==> src/rtl/sr_drv_pkg.sv <==
// Shared op-codes, FSM state encoding and S/R drive helper for the SR command driver.
package sr_drv_pkg;

    localparam logic [1:0] OP_NOP    = 2'b00;
    localparam logic [1:0] OP_RESETQ = 2'b01;
    localparam logic [1:0] OP_SETQ   = 2'b10;
    localparam logic [1:0] OP_TOGGLE = 2'b11;

    // Wide enough for the largest legal TIMEOUT (255).
    localparam int TMR_W = 8;

    typedef enum logic [1:0] {
        IDLE  = 2'b00,
        DRIVE = 2'b01,
        WAIT  = 2'b10,
        RESP  = 2'b11
    } state_e;

    // {S,R} pattern that moves the flip-flop towards target; never 2'b11.
    function automatic logic [1:0] sr_drive(input logic target);
        return target ? 2'b10 : 2'b01;
    endfunction

endpackage

==> src/rtl/sr_drv_timer.sv <==
// WAIT-cycle counter: counts enabled cycles and flags the TIMEOUT-th one.
module sr_drv_timer
    import sr_drv_pkg::*;
#(
    parameter int TIMEOUT = 8
) (
    input  logic Clk,
    input  logic Rst,
    input  logic clr,
    input  logic en,
    output logic expire
);

    localparam logic [TMR_W-1:0] LAST = TMR_W'(TIMEOUT - 1);

    logic [TMR_W-1:0] cnt_q;
    logic [TMR_W-1:0] cnt_d;

    // NOTE: default assignment first so every path drives cnt_d; no latch is inferred.
    always_comb begin
        cnt_d = cnt_q;
        if (clr) begin
            cnt_d = '0;
        end else if (en) begin
            cnt_d = cnt_q + 1'b1;
        end
    end

    // NOTE: sequential state uses non-blocking assignments only.
    always_ff @(posedge Clk) begin
        if (Rst) begin
            cnt_q <= '0;
        end else begin
            cnt_q <= cnt_d;
        end
    end

    // Asserted during the TIMEOUT-th enabled cycle, so the caller leaves on that edge.
    assign expire = en && (cnt_q == LAST);

endmodule

==> src/rtl/sr_cmd_driver.sv <==
// Drives an external SR flip-flop from set/reset/toggle commands and checks the Q/Q_bar feedback.
// Optional saturating ok/err counters are built when SR_DRV_STATUS_CNT_EN is defined.
module sr_cmd_driver
    import sr_drv_pkg::*;
#(
    parameter int TIMEOUT = 8,
    parameter int CNT_W   = 8
) (
    input  logic             Clk,
    input  logic             Rst,
    input  logic             req_valid,
    input  logic [1:0]       req_op,
    output logic             req_ready,
    output logic             S,
    output logic             R,
    input  logic             Q,
    input  logic             Q_bar,
    output logic             done,
    output logic             err
`ifdef SR_DRV_STATUS_CNT_EN
    ,
    output logic [CNT_W-1:0] ok_cnt,
    output logic [CNT_W-1:0] err_cnt
`endif
);

    if (TIMEOUT < 1 || TIMEOUT > 255 || CNT_W < 1) begin : g_bad_param
        $error("sr_cmd_driver: TIMEOUT must be 1..255 and CNT_W at least 1");
    end

    state_e state_q, state_d;
    logic   target_q, target_d;
    logic   s_q, s_d;
    logic   r_q, r_d;
    logic   done_q, done_d;
    logic   err_q, err_d;
    logic   accept;
    logic   tmr_expire;

`ifdef SR_DRV_STATUS_CNT_EN
    logic [CNT_W-1:0] ok_cnt_q, ok_cnt_d;
    logic [CNT_W-1:0] err_cnt_q, err_cnt_d;
`endif

    assign accept = req_valid && (state_q == IDLE);

    sr_drv_timer #(
        .TIMEOUT (TIMEOUT)
    ) u_timer (
        .Clk    (Clk),
        .Rst    (Rst),
        .clr    (state_q != WAIT),
        .en     (state_q == WAIT),
        .expire (tmr_expire)
    );

    always_comb begin
        state_d  = state_q;
        target_d = target_q;
        s_d      = 1'b0;
        r_d      = 1'b0;
        done_d   = 1'b0;
        err_d    = 1'b0;
        unique case (state_q)
            IDLE: begin
                if (accept) begin
                    if (req_op == OP_NOP) begin
                        state_d = RESP;
                        done_d  = 1'b1;
                    end else begin
                        unique case (req_op)
                            OP_RESETQ: target_d = 1'b0;
                            OP_SETQ:   target_d = 1'b1;
                            default:   target_d = ~Q;
                        endcase
                        {s_d, r_d} = sr_drive(target_d);
                        state_d    = DRIVE;
                    end
                end
            end
            DRIVE: state_d = WAIT;
            WAIT: begin
                // Illegal feedback wins over a match; a match wins over the timeout.
                if (Q == Q_bar) begin
                    state_d = RESP;
                    err_d   = 1'b1;
                end else if (Q == target_q) begin
                    state_d = RESP;
                    done_d  = 1'b1;
                end else if (tmr_expire) begin
                    state_d = RESP;
                    err_d   = 1'b1;
                end
            end
            RESP: state_d = IDLE;
            default: state_d = IDLE;
        endcase
    end

`ifdef SR_DRV_STATUS_CNT_EN
    always_comb begin
        ok_cnt_d  = ok_cnt_q;
        err_cnt_d = err_cnt_q;
        if (done_d && (ok_cnt_q != '1)) begin
            ok_cnt_d = ok_cnt_q + 1'b1;
        end
        if (err_d && (err_cnt_q != '1)) begin
            err_cnt_d = err_cnt_q + 1'b1;
        end
    end
`endif

    always_ff @(posedge Clk) begin
        if (Rst) begin
            state_q   <= IDLE;
            target_q  <= 1'b0;
            s_q       <= 1'b0;
            r_q       <= 1'b0;
            done_q    <= 1'b0;
            err_q     <= 1'b0;
`ifdef SR_DRV_STATUS_CNT_EN
            ok_cnt_q  <= '0;
            err_cnt_q <= '0;
`endif
        end else begin
            state_q   <= state_d;
            target_q  <= target_d;
            s_q       <= s_d;
            r_q       <= r_d;
            done_q    <= done_d;
            err_q     <= err_d;
`ifdef SR_DRV_STATUS_CNT_EN
            ok_cnt_q  <= ok_cnt_d;
            err_cnt_q <= err_cnt_d;
`endif
        end
    end

    assign req_ready = (state_q == IDLE);
    assign S         = s_q;
    assign R         = r_q;
    assign done      = done_q;
    assign err       = err_q;

`ifdef SR_DRV_STATUS_CNT_EN
    assign ok_cnt  = ok_cnt_q;
    assign err_cnt = err_cnt_q;
`endif

endmodule
==> config.mk <==
export PLATFORM = sky130hd
export DESIGN_NAME = sr_cmd_driver
export DESIGN_NICKNAME = d
export VERILOG_FILES = /design/src/rtl/sr_drv_pkg.sv /design/src/rtl/sr_drv_timer.sv /design/src/rtl/sr_cmd_driver.sv
export SDC_FILE = /design/constraint.sdc
export NUM_CORES = 1
export LEC_CHECK = 0
export ABC_AREA = 1
export CORE_MARGIN = 2
export CORE_UTILIZATION = 50
export CTS_CLUSTER_DIAMETER = 200
export DETAILED_ROUTE_END_ITERATION = 16
export GPL_TIMING_DRIVEN = 0
export PLACE_DENSITY = 0.82
export REMOVE_ABC_BUFFERS = 1
export SLEW_MARGIN = 30
export SYNTH_ARGS = -nofsm -noshare
export SYNTH_HDL_FRONTEND = slang
export SYNTH_SLANG_ARGS = --single-unit
==> constraint.sdc <==
create_clock -name Clk -period 1.7 [get_ports Clk]
set_input_delay 0.34 -clock Clk [delete_from_list [all_inputs] [get_ports Clk]]
set_output_delay 0.34 -clock Clk [all_outputs]
set_load 0.02 [all_outputs]
==> Word-level counts from Yosys, hierarchy flattened <==
Index checks and enable logic that the tools add are counted.
{ "totals": {"regBits": 15, "inputBits": 7, "output_inout_bits": 5} }
{ "classes": {"reduce_logical": 9, "n_eq_ne": 11, "addsub": 1, "bitwise": 5, "n_mux": 19} }
{ "ops": {"columns": ["op", "n"], "rows": [
  ["2-bit two-way mux", 6],
  ["1-bit two-way mux", 10],
  ["8-bit by 1-bit adder with 8-bit output, second input constant", 1],
  ["8-bit by 3-bit equality test with 1-bit output, second input constant", 1],
  ["2-bit one-hot mux with 4 select lines", 1],
  ["2-bit equality test, second input constant", 3],
  ["1-bit inverter", 5],
  ["2-bit by 1-bit equality test with 1-bit output, second input constant", 2],
  ["2-bit zero test", 2],
  ["4-bit inequality test, second input constant", 1],
  ["1-bit one-hot mux with 2 select lines", 2],
  ["2-bit OR reduction", 2],
  ["4-bit OR reduction", 1],
  ["3-bit AND reduction", 1],
  ["1-bit equality test", 2],
  ["1-bit logical AND", 2],
  ["2-bit by 1-bit inequality test with 1-bit output, second input constant", 1],
  ["2-bit inequality test, second input constant", 1],
  ["2-bit AND reduction", 1]
]} }

==> Logic depth before layout (Yosys ltp) <==
Gate-level depths: netlist of run 1.
{ "depth": {"word_depth": 6, "depth_mapped": 9} }

==> Hierarchy <==
From an unflattened synthesis of run 1, not the netlist that was laid out.
{ "unflattened": {"cells_unflattened": 109, "area_unflattened_um2": 782.0} }
{ "by_module_without_submodules": {"columns": ["module", "instances", "cells_each", "seq_area_each_um2", "area_each_um2"], "rows": [
  ["sr_cmd_driver", 1, 58, 140.1, 405.4],
  ["sr_drv_timer", 1, 51, 160.2, 376.6]
]} }

==> Least setup slack after synthesis of run 1 <==
No wires, ideal clock.
{ "synth_timing": {"kind": "reg2reg", "from": "register state_q[0]", "to": "register u_timer.cnt_q[6]", "slack_ns": 0.449, "path_stages_with_launch": 8, "period_less_slack_ns": 1.251, "required_time_ns": 1.583, "n_path_buf": 0, "t_arrival_ns": 1.135, "setup_ns": 0.117, "cell_sequence": "dfxtp_1 -> inv_1 -> ha_1 -> inv_2 -> nor3_4 -> nand3_1 -> o21ai_0 -> nor2_1"} }
{ "synth_via": {"elab_chain_cells": 2, "elab_cells_between_ends": 3} }
{ "synth_lines": {"columns": ["item", "line_no", "text"], "rows": [
  ["start: declaration", "sr_cmd_driver.sv:31", "state_e state_q, state_d;"],
  ["start signal: assignment", "sr_cmd_driver.sv:126", "state_q <= state_d;"],
  ["2-bit inequality test", "sr_cmd_driver.sv:52", ".clr (state_q != WAIT),"],
  ["2-bit OR reduction (no source line)", null, null],
  ["end signal: assignment", "sr_drv_timer.sv:34", "cnt_q <= cnt_d;"],
  ["end: declaration", "sr_drv_timer.sv:16", "logic [TMR_W-1:0] cnt_q;"]
]} }
Several ways; a longest one is shown, not always the timed one.
A chain may end at the register's enable or synchronous reset.

==> Final worst setup path of run 1 <==
{ "layout_timing": {"from": "register state_q[1]", "to": "output port req_ready"} }
{ "layout_via": {"elab_chain_cells": 1} }
{ "layout_lines": {"columns": ["item", "line_no", "text"], "rows": [
  ["2-bit zero test", "sr_cmd_driver.sv:139", "assign req_ready = (state_q == IDLE);"],
  ["end: declaration", "sr_cmd_driver.sv:13", "output logic req_ready,"]
]} }
No other way between the ends.

==> metrics.yaml, run 1 <==
outcome:
  status: "finished clean"
worst_setup_path:
  crit_arrival_ns: 1.25
  critPathMaxFanout: 3
  worst_ep_required_time_ns: 1.36
  ff2ff_setup_slack_ns: 0.30
  criticalPathCategory: "flip-flop to primary output"
  critPathLaunchType: "flip-flop"
  setup.worst_path.end_class: "primary output"
routing:
  drtAntennaViolNets: 0
  wl_per_cell_um: 9.985
  drtIter0Drc: 8
  drtPass1Iterations: 3
  avgViaCountPerCell: 4.992
  drcViolationCount: 0
  wl_um: 1308
  vias: 654
cts:
  clockBufferDepth: 2
  cts.sinks: 15
  cts_tree: "built"
  cts_buffers: 3
  cts.reportedPaths.clkPinSlew_ns: 0.08
  h-tree-depth: 1
  clock_latency_ns: 0.28
  clockRootBuffer: "clkbuf_4"
power:
  power_density_mw_per_mm2: 1121
  p_int_w: 0.0006502
  pwr-share-seq: 0.410
  power_frac_comb: 0.398
  clkPwrFrac: 0.192
  p_leak_nw: 0.3922
  switching_share: 0.3651
  p_sw_w: 0.0003739
  ir_worst_vdd_mv: 0.5749
yosys:
  synth-edff-count: 0
  synth_adder_area_share: 0.09901
  synth.area.mux_share: 0.01320
  synth_ff_type: "dfxtp_1"
  syn_inst: 100
  synth_top_family_by_area: "simple AND/OR/NAND/NOR gates"
  synthXorXnorAreaFrac: 0.02145
  synth_area_per_cell_um2: 7.582
  synthDistinctLibCells: 20
  yosysSeqAreaShare: 0.3960
  ys.warnings.count: 0
  yosys_register_bits: 15
  ys_async_sr_fraction: 0
  synthSimpleGateAreaFrac: 0.2706
  syn-cell-area_um2: 758.2
  synth-compound-area-share: 0.1155
layout:
  final_layout_size_suffix_gt1_frac: 0.08696
  final_common_cell: "nand2_1"
  fin_nets: 129
  final_cell_mix: "19 x nand2_1, 16 x inv_1, 15 x dfxtp_1"
  final_area_um2: 913.4
  antenna_cells: 0
  area_growth_pct: 20.46
global_route:
  antenna_found_initial: 0
  grt_pass1_vias: 587
  track_usage: 0.1681
  overflow: 0
  grt_max_degree: 9
  grt_pass1_wl_um: 2270
sta:
  finalHoldViolCount: 0
  clock_skew_ns: 0.003399
  slew_violations: 0
  hold-worst-slack_ns: 0.4686
  slew_headroom: 0.8222
  worst_slew_pin_slew_ns: 0.2640
  setup_violations: 0
  finalCritPeriodShare: 0.9352
  rsz0062_at_grt: "no"
  fmax_mhz: 629.0
  finalCriticalPeriod_ns: 1.590
place:
  post_dp_cell_area_um2: 888.4
  gp_congestion: 0.7503
  dp_hpwl_um: 1067
  port_buffers: 11
floorplan:
  core.rowCount: 14
  dieHeight_um: 42.94
  die-area_mm2: 0.001844
  core_area_mm2: 0.001471
  die_w_um: 42.94
  initial_core_util: 0.5153
  io_pins: 12
min_path:
  hold_class: "flip-flop to flip-flop"
run:
  cap_violations: 0
logic make-up after synthesis:
kind of cell	Yosys count
buffers and inverters	17
AOI/OAI and AO/OA	16
adders and majority gates	6
DFF	15
xor gates and xnor gates	1
and+or+nand+nor	44
muxes	1
flip-flops by register name, indices dropped and copies added (netlist names):
register       cells
done               1
target_q           1
err                1
R                  1
u_timer.cnt_q      8
S                  1
state_q            2
Yosys cell counts, types with 2 or more instances:
| cell type | count | area, um2 |
|---|---|---|
| nand3_1 | 6 | 30.03 |
| a21oi_1 | 8 | 40.04 |
| ha_1 | 6 | 75.07 |
| inv_1 | 16 | 60.06 |
| o21a_1 | 2 | 15.01 |
| nand2_1 | 19 | 71.32 |
| o21ai_0 | 4 | 20.02 |
| dfxtp_1 | 15 | 300.3 |
| nor2_1 | 13 | 48.80 |
timing repair:
item                                    4_1_cts  5_1_grt
endpoints found under the setup margin        1        0
setup buffers                                 0        0
hold buffers                                  0        0
resized for setup                             1        0
per-stage QoR:
step / total power [W] / instances / setup WS, ns / setup TNS [ns] / utilization
after global placement: 0.0008277 / 127 / 0.05043 / 0 / 0.6037
after detailed placement: 0.0008512 / 127 / -0.02203 / -0.02203 / 0.6037
after floorplan: 0.0007286 / 100 / 0.4488 / 0 / -
after CTS: 0.001039 / 131 / 0.09489 / 0 / 0.6207
final: 0.001024 / 131 / 0.1102 / 0 / 0.6207
after global routing: 0.001101 / 131 / 0.03667 / 0 / 0.6207
path summary, 6_finish.rpt:
| kind | start | to | cells after the start |
|---|---|---|---|
| max | state_q[1] | req_ready | 3 |
| min | u_timer.cnt_q[0] | u_timer.cnt_q[0] | 1 |
| max reg2reg | state_q[0] | u_timer.cnt_q[6] | 7 |
| min reg2reg | u_timer.cnt_q[0] | u_timer.cnt_q[0] | 1 |
metal layers:
metal,share of wire,global-route usage,vias up
met2,0.49,0.2697,12
li1,-,-,350
met3,0.050,0.08085,4
met5,0,0,-
met1,0.45,0.1885,288
met4,0.014,0.07273,0
power groups by stage:
stage / logic [W] / clock network, W / registers, W
floorplan: 0.000294 / 0 / 0.000435
global placement: 0.000403 / 0 / 0.000424
detailed placement: 0.000424 / 0 / 0.000427
CTS: 0.000411 / 0.000208 / 0.000420
global route: 0.000459 / 0.000216 / 0.000426
finish: 0.000408 / 0.000197 / 0.000420
critical path: stages (launching register included):
cell,delay [ns]
dfxtp_1,0.36
inv_1,0.07
ha_1,0.21
dlygate4sd2_1,0.33
layout make-up:
class / instances / area (um2)
clock buffers: 4 / 26.28
fillers: 140 / 558.0
inverters: 17 / 63.81
multi-input cells: 68 / 394.1
flip-flops and latches: 15 / 300.3
well taps: 16 / 20.02
repair buffers: 11 / 108.9
Power figures use the tool's default switching activity.
==> run 2: changes to the inputs <==
Settings changed: CORE_UTILIZATION 50 to 45, CTS_BUF_LIST set to sky130_fd_sc_hd__clkbuf_4 sky130_fd_sc_hd__clkbuf_8 sky130_fd_sc_hd__clkbuf_16, PLACE_DENSITY 0.82 to 0.78.
Clock period 1.7 ns to 1.3 ns, I/O delays scaled along.
==> run 2 against run 1 <==
Clock skew about the same. Count of clock-buffer cells in the layout is 1 lower. Core utilization up 2.3 points. Critical path type unchanged. Largest power group is now combinational cells.
==> metrics.yaml, run 2 (synthesis gave the netlist of run 1 again) <==
outcome:
  status: "finished clean"
place:
  port_buffers: 11
  gp_congestion: 0.7358
  post_dp_cell_area_um2: 888.4
  dp_hpwl_um: 1002
layout:
  area_growth_pct: 30.86
  largest_register_ffs: 8
  antenna_cells: 0
  fin_nets: 130
  nFillCells: 130
  final_area_um2: 992.2
  final_cell_mix: "17 x nand2_1, 13 x inv_1, 12 x nor2_1"
  final_layout_size_suffix_gt1_frac: 0.2500
  top_regs: "u_timer.cnt_q x8, state_q x2"
  largest-register: "u_timer.cnt_q"
  final_common_cell: "nand2_1"
power:
  p_leak_nw: 0.4295
  power_density_mw_per_mm2: 1523
  ir_worst_vdd_mv: 0.9987
  power.total_w: 0.001511
routing:
  avgViaCountPerCell: 4.909
  drtPass1Iterations: 4
  wl_per_cell_um: 10.49
  drcViolationCount: 0
  drtIter0Drc: 10
  wl_um: 1385
  drtAntennaViolNets: 0
  vias: 648
worst_setup_path:
  r2r_end: "u_timer.cnt_q[4]"
  endpoint: "req_ready"
  r2r_start: "u_timer.cnt_q[0]"
  critPathMaxFanout: 3
  worst_ep_required_time_ns: 1.04
  cp_slowest_cell: "dfxtp_4"
  crit_start: "state_q[1]"
  critPathLaunchType: "flip-flop"
  crit_arrival_ns: 1.01
  setup.worst_path.end_class: "primary output"
  crit_buf_inv: 2
  cpLargestDelayFamily: "flip-flops"
  reg2reg_depth: 6
  ff2ff_setup_slack_ns: 0.07
  criticalPathCategory: "flip-flop to primary output"
  path_cells: "inv_2, ha_4, buf_6"
  cp_num_cells: 3
  slowest_delay_ns: 0.39
cts:
  clockBufferDepth: 2
  clock_latency_ns: 0.29
  clockRootBuffer: "clkbuf_4"
  cts_hold_buf: 0
  cts.sinks: 15
  cts.reportedPaths.clkPinSlew_ns: 0.10
  cts_tree: "built"
  h-tree-depth: 1
  cts_buffers: 3
sta:
  setup_violations: 0
  finalCriticalPeriod_ns: 1.272
  hold-worst-slack_ns: 0.4285
  slew_headroom: 0.8386
  finalHoldViolCount: 0
  clock_skew_ns: 0.003555
  slew_violations: 0
  worst_slew_pin_slew_ns: 0.2416
  fmax_mhz: 785.9
  finalCritPeriodShare: 0.9788
min_path:
  hp-start: "Q"
  hold_class: "input port to flip-flop"
global_route:
  grt_pass1_vias: 559
  grt_pass1_wl_um: 2228
  overflow: 0
  use_met2: 0.2286
  grt_util_met1: 0.2050
  antenna_found_initial: 0
  use_met3: 0.03600
  track_usage: 0.1519
  grt_max_degree: 11
  top_usage_layer: "met2"
floorplan:
  io_pins: 12
  dieHeight_um: 45.05
  core.rowCount: 14
  initial_core_util: 0.4919
  die-area_mm2: 0.002030
  core_area_mm2: 0.001541
  die_w_um: 45.05
run:
  cap_violations: 0
[run 2: area by class of cell]
type | instances | area, um2 | area share
tap | 16 | 20.02 | 0.02018
clock buffer | 3 | 22.52 | 0.02270
multi-input combinational | 68 | 451.7 | 0.4552
clock inverter | 1 | 7.507 | 0.007566
inverter | 17 | 66.31 | 0.06683
sequential | 15 | 307.8 | 0.3102
timing repair buffer | 12 | 116.4 | 0.1173
[run 2: worst reg2reg max path: cells and delay by family, from the launching register on]
kind / cells / cell delay [ns]
buf+inv: 1 / 0.15
simple gates: 2 / 0.30
flops: 1 / 0.38
fa+ha+maj: 1 / 0.16
compound gates: 2 / 0.15
[run 2: how the worst min path moves through the flow]
| stage | endpoint | slack [ns] | depth (start not counted) |
|---|---|---|---|
| after floorplan | target_q | 0.33 | 1 |
| after global placement | u_timer.cnt_q[0] | 0.42 | 1 |
| after detailed placement | u_timer.cnt_q[0] | 0.44 | 1 |
| after CTS | u_timer.cnt_q[0] | 0.46 | 1 |
| after global routing | S | 0.46 | 4 |
| final | S | 0.43 | 4 |
[run 2: where the power goes]
group / internal, W / leakage (nW) / switching [W]
logic: 0.000280 / 0.292 / 0.000354
clock network: 0.000117 / 0.0139 / 0.000170
registers: 0.000532 / 0.124 / 0.0000574
total: 0.000929 / 0.429 / 0.000582
[run 2: timing repair]
action / in CTS / in global routing
setup endpoints to repair: 9 / 10
resized for setup: 12 / 23
buffers inserted: 0 / 1
pin swaps: 1 / 3
[run 2: through the flow]
step / cells / setup WS [ns] / util / setup TNS, ns
after floorplan: 100 / 0.04883 / - / 0
after global placement: 127 / -0.2736 / 0.5763 / -1.590
after detailed placement: 127 / -0.2769 / 0.5763 / -1.839
after CTS: 131 / -0.04617 / 0.5942 / -0.09307
after global routing: 132 / -0.01716 / 0.6437 / -0.03189
final: 132 / 0.02760 / 0.6437 / 0
[run 2: per-layer routing]
layer  wire [um]  up-vias
met5           0        -
li1            -      347
met2         631       15
met1         696      284
met4           8        0
met3          48        2
==> run 3: changes to the inputs <==
Settings changed: CTS_CLUSTER_SIZE set to 30, GPL_TIMING_DRIVEN 0 to not set.
==> run 3 against run 2 <==
Maximum frequency down 0.66%. Largest cell class unchanged. Global-route usage up 3.4 points. First-iteration DRC count up 20%. Power grew 11%. Sequential share of layout area fell by 1.9 points. Register-to-register slack worse by 0.05 ns. Clock power down 2%. Clock skew fell by 0.0024 ns. Non-clock buffer count rose by 10. Via count increased by 8.2%.
==> metrics.yaml, run 3 (synthesis gave the netlist of run 1 again) <==
layout:
  final_layout_size_suffix_gt1_frac: 0.3016
  fin_nets: 140
  top_regs: "u_timer.cnt_q x8, state_q x2"
  largest-register: "u_timer.cnt_q"
  area_growth_pct: 40.10
  largest_register_ffs: 8
  final_cell_mix: "18 x nand2_1, 13 x inv_1, 12 x dfxtp_1, 12 x nor2_1, 11 x buf_4"
  antenna_cells: 0
  final_common_cell: "nand2_1"
power:
  switching_share: 0.3809
  p_int_w: 0.001034
  pwr-share-seq: 0.361
  ir_worst_vdd_mv: 1.074
  power_frac_comb: 0.470
  clkPwrFrac: 0.169
  p_sw_w: 0.0006361
  p_leak_nw: 0.4786
  power.total_w: 0.001670
  power_density_mw_per_mm2: 1572
sta:
  finalSetupTns_ns: 0
  finalCritPeriodShare: 0.9852
  hold-worst-slack_ns: 0.4333
  slew_headroom: 0.8411
  clock_skew_ns: 0.001139
  fmax_mhz: 780.8
  slew_violations: 0
  worst_slack_ns: 0.01921
  rsz0062_at_grt: "yes"
  finalCriticalPeriod_ns: 1.281
  worst_slew_pin_slew_ns: 0.2380
  setup_violations: 0
  finalHoldViolCount: 0
cts:
  clockRootBuffer: "clkbuf_4"
  clockBufferDepth: 2
  clock_latency_ns: 0.28
  cts.reportedPaths.clkPinSlew_ns: 0.10
  cts_buffers: 3
  cts_tree: "built"
  cts.sinks: 15
  h-tree-depth: 1
  cts_hold_buf: 0
floorplan:
  io_pins: 12
  die_w_um: 45.05
  initial_core_util: 0.4919
  core_area_mm2: 0.001541
  core.rowCount: 14
  die-area_mm2: 0.002030
  dieHeight_um: 45.05
worst_setup_path:
  crit_arrival_ns: 1.49
  criticalPathCategory: "flip-flop to flip-flop"
  worst_ep_required_time_ns: 1.51
  setup.worst_path.end_class: "flip-flop"
  critPathLaunchType: "flip-flop"
  critPathMaxFanout: 4
global_route:
  track_usage: 0.1863
  antenna_found_initial: 0
  grt_pass1_wl_um: 2670
  overflow: 0
  grt_max_degree: 11
  grt_pass1_vias: 646
run:
  cap_violations: 0
routing:
  avgViaCountPerCell: 4.937
  drcViolationCount: 0
  wl_per_cell_um: 11.44
  wl_um: 1624
  drtAntennaViolNets: 0
  vias: 701
  drtIter0Drc: 12
  drtPass1Iterations: 4
place:
  place_ws_ns: -0.2867
  port_buffers: 11
  dp_hpwl_um: 1215
  gp_congestion: 0.7165
outcome:
  status: "finished clean"
min_path:
  hold_class: "input port to flip-flop"
==> run 3: timing repair <==
item | in CTS | in global routing
pin swaps | 0 | 3
endpoints found under the setup margin | 14 | 14
setup buffers | 0 | 2
resized for setup | 12 | 23
==> run 3: final cells by class <==
cell class	instances	area [um2]
Inverter	17	68.82
Clock buffer	3	22.52
Timing Repair Buffer	22	191.4
Multi-Input combinational cell	68	442.9
Clock inverter	1	7.507
Tap cell	16	20.02
Sequential cell	15	309.0
Fill cell	134	479.2
==> run 3: path summary, 6_finish.rpt <==
path	from	slack, ns	depth (start not counted)	end
worst max-delay path	state_q[0]	0.02	8	state_q[0]
worst min-delay path	Q	0.43	3	R
worst max register to register	state_q[0]	0.02	8	state_q[0]
worst min register to register	u_timer.cnt_q[0]	0.43	1	u_timer.cnt_q[0]
==> run 3: layer usage <==
| metal | track usage | vias up | wire length, um |
|---|---|---|---|
| met1 | 0.2233 | 308 | 698 |
| met3 | 0.05600 | 2 | 73 |
| li1 | - | 371 | - |
| met5 | 0 | - | 0 |
| met4 | 0.08824 | 0 | 13 |
| met2 | 0.3029 | 20 | 838 |
==> run 3: metrics by stage <==
step / utilization / area (um2) / cells
finish: 0.6891 / 1062 / 142
global route: 0.6891 / 1062 / 142
CTS: 0.6372 / 982.2 / 140
detailed placement: 0.6201 / 955.9 / 136
global placement: 0.6201 / 955.9 / 136
floorplan: - / 758.2 / 100
==> run 3: power by group through the flow <==
stage,Clock (W),Sequential [W],Combinational (W)
2_1_floorplan,0,0.000568,0.000384
4_1_cts,0.000294,0.000556,0.000659
5_1_grt,0.000320,0.000611,0.000864
6_report,0.000282,0.000602,0.000785
3_3_place_gp,0,0.000556,0.000646
3_5_place_dp,0,0.000563,0.000678
==> run 3: worst max-delay path: stages (launching register included) <==
cell	delay, ns
dfxtp_4	0.37
inv_4	0.08
ha_4	0.16
inv_2	0.07
nor2_2	0.11
nand3_2	0.14
nand3_1	0.10
nand2_1	0.05
nor2_1	0.11
